[src/rtl/l1d_port_arbiter.sv]
// l1d_port_arbiter: shares one L1D request/response port between the
// load/store unit (requester 0) and the prefetch/page-walk engine
// (requester 1). Round-robin grant into a one-entry issue slot, a per-requester
// outstanding-request limit, and response routing by the requester-ID tag MSB.
module l1d_port_arbiter #(
    parameter int unsigned TAG_WIDTH       = 4,
    parameter int unsigned MAX_OUTSTANDING = 4
) (
    input  logic                      clk_in,
    input  logic                      rst_in,
    // requester side
    input  logic [1:0]                req_valid_in,
    output logic [1:0]                req_ready_out,
    input  logic [1:0]                req_we_in,
    input  logic [1:0][63:0]          req_addr_in,
    input  logic [1:0][63:0]          req_value_in,
    input  logic [1:0][TAG_WIDTH-1:0] req_tag_in,
    // L1D request side
    output logic                      l1d_valid_out,
    input  logic                      l1d_ready_in,
    output logic                      l1d_we_out,
    output logic [63:0]               l1d_addr_out,
    output logic [63:0]               l1d_value_out,
    output logic [TAG_WIDTH:0]        l1d_tag_out,
    // L1D response side
    input  logic                      l1d_resp_valid_in,
    input  logic [TAG_WIDTH:0]        l1d_resp_tag_in,
    input  logic [63:0]               l1d_resp_value_in,
    input  logic                      l1d_resp_we_in,
    // routed responses
    output logic [1:0]                resp_valid_out,
    output logic [TAG_WIDTH-1:0]      resp_tag_out,
    output logic [63:0]               resp_value_out,
    output logic                      resp_we_out,
    output logic                      err_out
);

    localparam int unsigned CNT_W  = $clog2(MAX_OUTSTANDING + 1);
    localparam int unsigned DATA_W = 64;

    typedef enum logic {
        S_EMPTY = 1'b0,
        S_FULL  = 1'b1
    } slot_state_e;

    // issue slot and arbitration state
    slot_state_e           state_q;
    logic                  ptr_q;
    logic                  we_q;
    logic [DATA_W-1:0]     addr_q;
    logic [DATA_W-1:0]     value_q;
    logic [TAG_WIDTH:0]    tag_q;

    // outstanding counters
    logic [CNT_W-1:0]      cnt_q [2];
    logic [CNT_W-1:0]      cnt_d [2];

    // response path
    logic [1:0]            resp_valid_q;
    logic [TAG_WIDTH-1:0]  resp_tag_q;
    logic [DATA_W-1:0]     resp_value_q;
    logic                  resp_we_q;
    logic                  err_q;
    logic                  err_d;

    // arbitration signals
    logic [1:0]            eligible;
    logic [1:0]            grant;
    logic                  grant_id;
    logic                  both_elig;
    logic                  slot_free;
    logic                  hs;
    logic [1:0]            inc;
    logic [1:0]            resp_hit;
    logic [1:0]            dec;
    logic                  bad_resp;

    // Eligibility, round-robin choice and the combinational accept
    always_comb begin
        eligible  = 2'b00;
        grant     = 2'b00;
        grant_id  = 1'b0;
        for (int i = 0; i < 2; i++) begin
            eligible[i] = req_valid_in[i] & (cnt_q[i] < CNT_W'(MAX_OUTSTANDING));
        end
        both_elig = &eligible;
        if (both_elig) begin
            grant_id = ptr_q;
        end else if (eligible[1]) begin
            grant_id = 1'b1;
        end
        if (|eligible) begin
            grant = grant_id ? 2'b10 : 2'b01;
        end
        // a stalled slot blocks new grants, so no re-arbitration while stalled
        slot_free     = (state_q == S_EMPTY) | l1d_ready_in;
        req_ready_out = grant & {2{slot_free}};
        hs            = |(req_valid_in & req_ready_out);
    end

    // Counter next-state: +1 on handshake, -1 on a response, both -> hold
    always_comb begin
        inc      = hs ? grant : 2'b00;
        resp_hit = 2'b00;
        if (l1d_resp_valid_in) begin
            resp_hit = l1d_resp_tag_in[TAG_WIDTH] ? 2'b10 : 2'b01;
        end
        dec      = 2'b00;
        bad_resp = 1'b0;
        for (int i = 0; i < 2; i++) begin
            cnt_d[i] = cnt_q[i];
            dec[i]   = resp_hit[i] & (cnt_q[i] != '0);
            // a response with nothing outstanding is a protocol error; count stays put
            if (resp_hit[i] && (cnt_q[i] == '0)) begin
                bad_resp = 1'b1;
            end
            if (inc[i] && !dec[i]) begin
                cnt_d[i] = cnt_q[i] + CNT_W'(1);
            end else if (dec[i] && !inc[i]) begin
                cnt_d[i] = cnt_q[i] - CNT_W'(1);
            end
        end
        err_d = err_q | bad_resp;
    end

    // Issue slot FSM with latched request fields and round-robin pointer
    always_ff @(posedge clk_in) begin
        if (rst_in) begin
            state_q <= S_EMPTY;
            ptr_q   <= 1'b0;
            we_q    <= 1'b0;
            addr_q  <= '0;
            value_q <= '0;
            tag_q   <= '0;
        end else begin
            case (state_q)
                S_EMPTY: begin
                    if (hs) begin
                        state_q <= S_FULL;
                    end
                end
                S_FULL: begin
                    // a same-cycle handshake refills the slot back-to-back
                    if (!hs && l1d_ready_in) begin
                        state_q <= S_EMPTY;
                    end
                end
                default: state_q <= S_EMPTY;
            endcase
            if (hs) begin
                we_q    <= req_we_in[grant_id];
                addr_q  <= req_addr_in[grant_id];
                value_q <= req_value_in[grant_id];
                tag_q   <= {grant_id, req_tag_in[grant_id]};
                // pointer only moves when there was an actual contest
                if (both_elig) begin
                    ptr_q <= ~grant_id;
                end
            end
        end
    end

    // Outstanding counters and sticky error flag
    always_ff @(posedge clk_in) begin
        if (rst_in) begin
            for (int i = 0; i < 2; i++) begin
                cnt_q[i] <= '0;
            end
            err_q <= 1'b0;
        end else begin
            for (int i = 0; i < 2; i++) begin
                cnt_q[i] <= cnt_d[i];
            end
            err_q <= err_d;
        end
    end

    // Registered one-cycle response routing
    always_ff @(posedge clk_in) begin
        if (rst_in) begin
            resp_valid_q <= 2'b00;
            resp_tag_q   <= '0;
            resp_value_q <= '0;
            resp_we_q    <= 1'b0;
        end else begin
            resp_valid_q <= resp_hit;
            if (l1d_resp_valid_in) begin
                resp_tag_q   <= l1d_resp_tag_in[TAG_WIDTH-1:0];
                resp_value_q <= l1d_resp_value_in;
                resp_we_q    <= l1d_resp_we_in;
            end
        end
    end

    assign l1d_valid_out  = (state_q == S_FULL);
    assign l1d_we_out     = we_q;
    assign l1d_addr_out   = addr_q;
    assign l1d_value_out  = value_q;
    assign l1d_tag_out    = tag_q;
    assign resp_valid_out = resp_valid_q;
    assign resp_tag_out   = resp_tag_q;
    assign resp_value_out = resp_value_q;
    assign resp_we_out    = resp_we_q;
    assign err_out        = err_q;

endmodule
[config.mk]
export PLATFORM = sky130hd
export DESIGN_NAME = l1d_port_arbiter
export DESIGN_NICKNAME = d
export VERILOG_FILES = /design/src/rtl/l1d_port_arbiter.sv
export SDC_FILE = /design/constraint.sdc
export NUM_CORES = 1
export LEC_CHECK = 0
export ABC_AREA = 1
export CAP_MARGIN = 20
export CELL_PAD_IN_SITES_DETAIL_PLACEMENT = 1
export CELL_PAD_IN_SITES_GLOBAL_PLACEMENT = 1
export CORE_AREA = 8 8 205 207
export DETAILED_ROUTE_END_ITERATION = 10
export DIE_AREA = 0 0 213 215
export DONT_BUFFER_PORTS = 1
export GPL_TIMING_DRIVEN = 0
export PLACE_DENSITY = 0.62
export SLEW_MARGIN = 10
export SYNTH_ARGS = -nofsm -noshare
export SYNTH_HDL_FRONTEND = slang
export SYNTH_SLANG_ARGS = --single-unit
[constraint.sdc]
create_clock -name clk_in -period 6.9 [get_ports clk_in]
set_input_delay 0.345 -clock clk_in [delete_from_list [all_inputs] [get_ports clk_in]]
set_output_delay 0.345 -clock clk_in [all_outputs]
set_load 0.01 [all_outputs]
After elaboration in Yosys (flattened, before gate mapping). Memory sizes are Yosys's and may differ from the RTL's. Cells that the tools add are included.

Bitwise operators: 12. Magnitude comparators: 3. Add/subtract/negate cells: 4. Reduce and logical (&&, ||, !) cells: 20. Multiplexer cells: 29.

Operators by type and width (count): 2-to-1 mux 64 bit (4); 2-to-1 mux 3 bit (6); 2-to-1 mux 1 bit (11); 2-to-1 mux 2 bit (5); 2-to-1 mux 4 bit (2); logical AND 1 bit (7); adder 3 x 1 -> 3 bit, second input constant (2); logical NOT 3 bit (2); less-than comparator 3 bit, second input constant (2); nonzero test 3 bit (2); subtractor 3 x 1 -> 3 bit, second input constant (2); logical NOT 1 bit (5); AND 1 bit (4); AND 2 bit (2); bitwise OR 1 bit (4); OR reduction 2 bit (2); AND reduction 3 bit (1); less-than comparator 1 x 2 -> 1 bit, second input constant (1); inverter 1 bit (2); one-hot mux 1 bit (2 select lines) (1); AND reduction 2 bit (1).

Output and inout port bits: 209. Logic and storage cells: 80. Memories kept: 1. RAM bits: 6. Register bits: 208.

Memories: cnt_q (depth 2, width 3, rd ports 2, clocked after memory_dff 0, wr ports 2, line 55) `logic [CNT_W-1:0] cnt_q [2];`.

Longest topological paths before layout.
Word-level depth: 15. Gate-level depth with buffers: 17. Mapped depth without buffers: 16.

Least setup slack after synthesis. No wires, ideal clock.

Path type: register -> register. From: memory cnt_q[0][2] in the netlist's numbering. To: memory cnt_q[0][2] in the netlist's numbering. Arrival: 2.112 ns. Clock period less this slack: 2.225 ns. Stages on the path, launching flop included: 16. Setup time: 0.113 ns. Setup slack: 4.675 ns. Cells stage by stage: dfxtp_1 -> inv_2 -> nand2_1 -> nand2_2 -> nand2_4 -> buf_6 -> buf_4 -> nor2_1 -> ha_1 -> inv_1 -> fa_1 -> or2_2 -> nand2_1 -> nand2_1 -> nand2_1 -> nor2_1.

RTL lines (line): start, declared (55).

==> out/qor_table.md <==
| Step | Result | This run |
|:---|:---|:---|
| drt | Wirelength per Cell | 20.3 µm |
| power and ir drop | Internal | 2.86 mW |
| sta | Final worst clock skew | 0.00767 ns |
| synth | Portion of the post-synthesis area used by sequential elements | 41.3% |
| clock tree | CTS H-tree depth | 1 |
| sta | Maximum clock frequency | 391 MHz |
| power and ir drop | Combinational power share | 31.4% |
| worst setup path | CP most frequent cell | sky130_fd_sc_hd__nand2_1 |
| placed design | Count of placed standard cells including taps | 2063 |
| clock tree | Clock input transition at the sequential cells of the worst setup and hold paths | 0.06 ns |
| worst setup path | Number of cells on the worst reg-to-reg path | 14 |
| synth | Count of warnings emitted by yosys | 0 |
| sta | Shortest period the worst path allows | 2.56 ns |
| worst setup path | Slowest cell delay on critical path | 0.43 ns |
| worst hold path | Hold Path Cell Cnt | 4 |
| worst setup path | Origin of the critical flop-to-flop path | cnt_q[0][2] |
| global route | Aggregate global routing overflow | 0 |
| synth | Post-synth ARST share | 0% |
| worst setup path | FF-to-FF End | cnt_q[0][2] |
| final layout | Number of fill cells in the layout | 4875 |
| floorplan | I/O pin cnt | 551 |
| synth | Net count of the mapped netlist | 1884 |
| synth | Register bit count reported by yosys | 214 |
| synth | Post-synthesis cell type count | 25 |
| global route | Initial antenna violation count | 3 |
| worst setup path | Worst reg-to-reg setup slack | 4.34 ns |
| placed design | RD Place Congestion | 0.949 |
| power and ir drop | Maximum ir drop on the vdd rail | 0.161 mV |
| power and ir drop | Fraction of power spent switching nets | 39.7% |
| synth | Instance count of the mapped netlist | 1538 |
| clock tree | Number of CTS-inserted buffers | 26 |
| final layout | Final-stage net count | 2036 |
| flow run | Max capacitance violation total | 0 |
| worst setup path | Buf/Inv on CP | 4 |
| floorplan | Initial Util | 26.6% |
| placed design | Post-DP HPWL | 35400 µm |
| drt | Final routed DRC violation total | 0 |
| synth | Average cell area after synthesis | 6.74 µm² |
| floorplan | Die outline height | 215 µm |
| worst hold path | Worst-case hold path end point | l1d_addr_out[31] |
| power and ir drop | Relative contribution of the clock network to total power | 29.3% |
| clock tree | PostCTS Resize Cnt | 0 |
| synth | Most common library cells after synthesis | 284 x sky130_fd_sc_hd__inv_1, 282 x sky130_fd_sc_hd__nand2_1, 268 x sky130_fd_sc_hd__nand3_1 |
| drt | First DRT Iteration DRCs | 387 |
| sta | Unrepaired setup endpoints after global routing | no |
| power and ir drop | Pwr Density | 361 nW/µm² |
| worst setup path | Worst setup path category | reg -> reg |
| sta | Count of final max-slew check failures | 0 |
| clock tree | Clock root cell | sky130_fd_sc_hd__clkbuf_16 |
| worst setup path | Type of destination of the critical path | flop |
| sta | Normalized max-slew margin | 35.7% |
| clock tree | Clock latency on the worst-skew pair | 0.54 ns |
| synth | Leading cell type by number of instances after synthesis | sky130_fd_sc_hd__inv_1 |
| sta | Final worst path period share | 37.1% |
| power and ir drop | Net Sw Power | 1.88 mW |
| final layout | Ratio of cells with drive above 1 in the final layout | 9.95% |
| synth | Largest cells by area after synthesis | sky130_fd_sc_hd__dfxtp_1 41%, sky130_fd_sc_hd__nand3_1 13%, sky130_fd_sc_hd__inv_1 10%, sky130_fd_sc_hd__nand2_1 10%, sky130_fd_sc_hd__nor2_1 5.3% |
| drt | Number of search-and-repair iterations in the first detailed-routing pass | 5 |
| worst hold path | Worst Min Path Start | req_addr_in[31] |
| sta | Post-route setup slack | 4.34 ns |
| drt | Via count | 10500 |
| worst setup path | Crit. Startpoint | cnt_q[0][2] |
| drt | Post-detailed-route via-to-cell ratio | 4.70 |
| global route | Largest net degree at the start of global routing | 14 |
| synth | Syn Std Cell Area | 10400 µm² |
| power and ir drop | P_leak | 6.48 nW |
| placed design | Port-buffer cells | 0 |
| global route | Number of global-route vias before repair | 11400 |
| power and ir drop | Sequential share of power | 39.3% |
| sta | Count of endpoints failing setup in the final report | 0 |
| worst setup path | Critical-path cell with the highest stage delay | sky130_fd_sc_hd__fa_1 |
| worst setup path | Crit path DAT | 3.00 ns |
| floorplan | Area of the core region | 39000 µm² |
| synth | Top cell type's share of synthesized area | 41.3% |
| final layout | Final non-filler cell total | 2236 |
| placed design | Worst slack after detailed placement | 4.27 ns |
| worst setup path | Chain of cells forming the critical path | inv_2 > nand3_4 > nand2_4 > buf_6 > inv_1 > nor2_1 > ha_1 > inv_1 > fa_1 > or2_2 > nand2_1 > nand2_1 > nand2_1 > nor2_1 |
| floorplan | Die X-Extent | 213 µm |
| worst hold path | Path class of the lowest-slack min-delay path | in -> reg |
| worst setup path | Peak fanout along the critical path | 10 |
| global route | Tot GR Track Use | 18.9% |
| synth | Cell type with the highest aggregate area in the netlist | sky130_fd_sc_hd__dfxtp_1 |
| status | Status | finished clean |
| clock tree | CTS tree | built |
| worst setup path | Top delay family on crit path | simple AND/OR/NAND/NOR gates |
| synth | Top_reg_cell synth | sky130_fd_sc_hd__dfxtp_1 |
| worst setup path | WP data required | 7.34 ns |
| final layout | Synthesis-to-layout area growth | 26.8% |
| clock tree | Bufs on Longest Clock Path | 3 |
| sta | Hold Violations, Final | 0 |
| sta | Sum of negative setup slack | 0 ns |
| drt | Final WL | 45400 µm |
| floorplan | Number of rows created at floorplan | 73 |
| global route | Global-route wire length before repair | 67800 µm |
| floorplan | Die Footprint | 45800 µm² |
| clock tree | Sink count of the clock tree | 214 |
| drt | Count of nets left with antenna violations after detail routing | 0 |
| synth | Number of flops mapped to enable cells by yosys | 0 |
| worst setup path | Crit path launch type | flop |
| sta | Least-Margin Pin Slew | 0.965 ns |
power groups by stage:
| stage | registers (mW) | clock network, mW | logic (mW) |
|---|---|---|---|
| 6_report | 1.87 | 1.39 | 1.49 |
| 3_3_place_gp | 1.90 | 0 | 1.40 |
| 5_1_grt | 1.90 | 1.50 | 1.70 |
| 4_1_cts | 1.88 | 1.44 | 1.51 |
| 3_5_place_dp | 1.90 | 0 | 1.44 |
| 2_1_floorplan | 1.77 | 0 | 1.06 |
area by class of cell:
class / count / area [µm²] / share of cell area, %
Inverter: 289 / 1090 / 8.29
Tap cell: 525 / 657 / 5.00
Clock buffer: 34 / 741 / 5.64
Sequential cell: 214 / 4280 / 32.6
Clock inverter: 12 / 133 / 1.01
Buffer: 109 / 638 / 4.86
Multi-Input combinational cell: 926 / 4350 / 33.1
Timing Repair Buffer: 124 / 1240 / 9.44
Antenna cell: 3 / 7.51 / 0.0571
flip-flops by register name, indices dropped and copies added (netlist names):
| name | cells |
|---|---|
| resp_tag_out | 4 |
| l1d_tag_out | 5 |
| l1d_value_out | 64 |
| cnt_q | 6 |
| err_out | 1 |
| resp_valid_out | 2 |
| resp_value_out | 64 |
| l1d_valid_out | 1 |
| l1d_we_out | 1 |
| ptr_q | 1 |
| l1d_addr_out | 64 |
| resp_we_out | 1 |
worst register-to-register path, cell delays in order (launching register included):
cell and delay (ns):
sky130_fd_sc_hd__dfxtp_1 0.32, sky130_fd_sc_hd__inv_2 0.11, sky130_fd_sc_hd__nand3_4 0.20, sky130_fd_sc_hd__nand2_4 0.23, sky130_fd_sc_hd__buf_6 0.21, sky130_fd_sc_hd__inv_1 0.10, sky130_fd_sc_hd__nor2_1 0.10, sky130_fd_sc_hd__ha_1 0.15
sky130_fd_sc_hd__inv_1 0.07, sky130_fd_sc_hd__fa_1 0.43, sky130_fd_sc_hd__or2_2 0.30, sky130_fd_sc_hd__nand2_1 0.09, sky130_fd_sc_hd__nand2_1 0.05, sky130_fd_sc_hd__nand2_1 0.05, sky130_fd_sc_hd__nor2_1 0.04
cells by family after synthesis:
| logic type | Yosys count | synth area share (%) |
|---|---|---|
| adders and majority gates | 4 | 0.628 |
| AOI/OAI and AO/OA | 216 | 12.1 |
| and+or+nand+nor | 706 | 29.2 |
| buffers and inverters | 398 | 16.7 |
| DFF | 214 | 41.3 |
per-stage QoR:
step	util (%)	cell area, µm²	total power, mW	hold slack [ns]
after global routing	33.7	13100	5.10	0.0159
after CTS	33.7	13100	4.83	0.000553
after floorplan	-	10400	2.83	0.424
after detailed placement	28.3	11000	3.35	0.431
after global placement	28.3	11000	3.30	0.428
final	33.7	13100	4.74	0.0224
worst max path at each step:
| stage | endpoint | slack [ns] | cells past startpoint |
|---|---|---|---|
| 2_1_floorplan | cnt_q[0][2] | 4.67 | 15 |
| 3_3_place_gp | cnt_q[0][2] | 4.31 | 14 |
| 3_5_place_dp | cnt_q[0][2] | 4.27 | 14 |
| 4_1_cts | cnt_q[0][2] | 4.25 | 14 |
| 5_1_grt | cnt_q[0][2] | 4.06 | 14 |
| 6_report | cnt_q[0][2] | 4.34 | 14 |
cell usage in the layout, fill, tap and decap left out, types with 37 or more instances in the layout:
| cell | count |
|---|---|
| sky130_fd_sc_hd__dfxtp_1 | 214 |
| sky130_fd_sc_hd__inv_1 | 284 |
| sky130_fd_sc_hd__a21oi_1 | 96 |
| sky130_fd_sc_hd__buf_2 | 44 |
| sky130_fd_sc_hd__nand3_1 | 268 |
| sky130_fd_sc_hd__a21oi_2 | 45 |
| sky130_fd_sc_hd__o21ai_0 | 73 |
| sky130_fd_sc_hd__nor2_1 | 146 |
| sky130_fd_sc_hd__dlygate4sd3_1 | 124 |
| sky130_fd_sc_hd__clkbuf_1 | 37 |
| sky130_fd_sc_hd__nand2_1 | 282 |
routing by layer:
layer / part of all wire (%) / track usage (%)
met5: 0 / 0
met4: 3.5 / 6.65
met3: 11 / 7.42
met2: 49 / 33.9
met1: 36 / 19.5
what timing repair did:
| action | CTS | global route |
|---|---|---|
| endpoints found under the setup margin | 0 | 0 |
| hold buffers | 124 | 0 |
| hold endpoints to repair | 125 | 0 |
| setup buffers | 0 | 0 |
No activity file was read; power rests on OpenSTA's default activity.
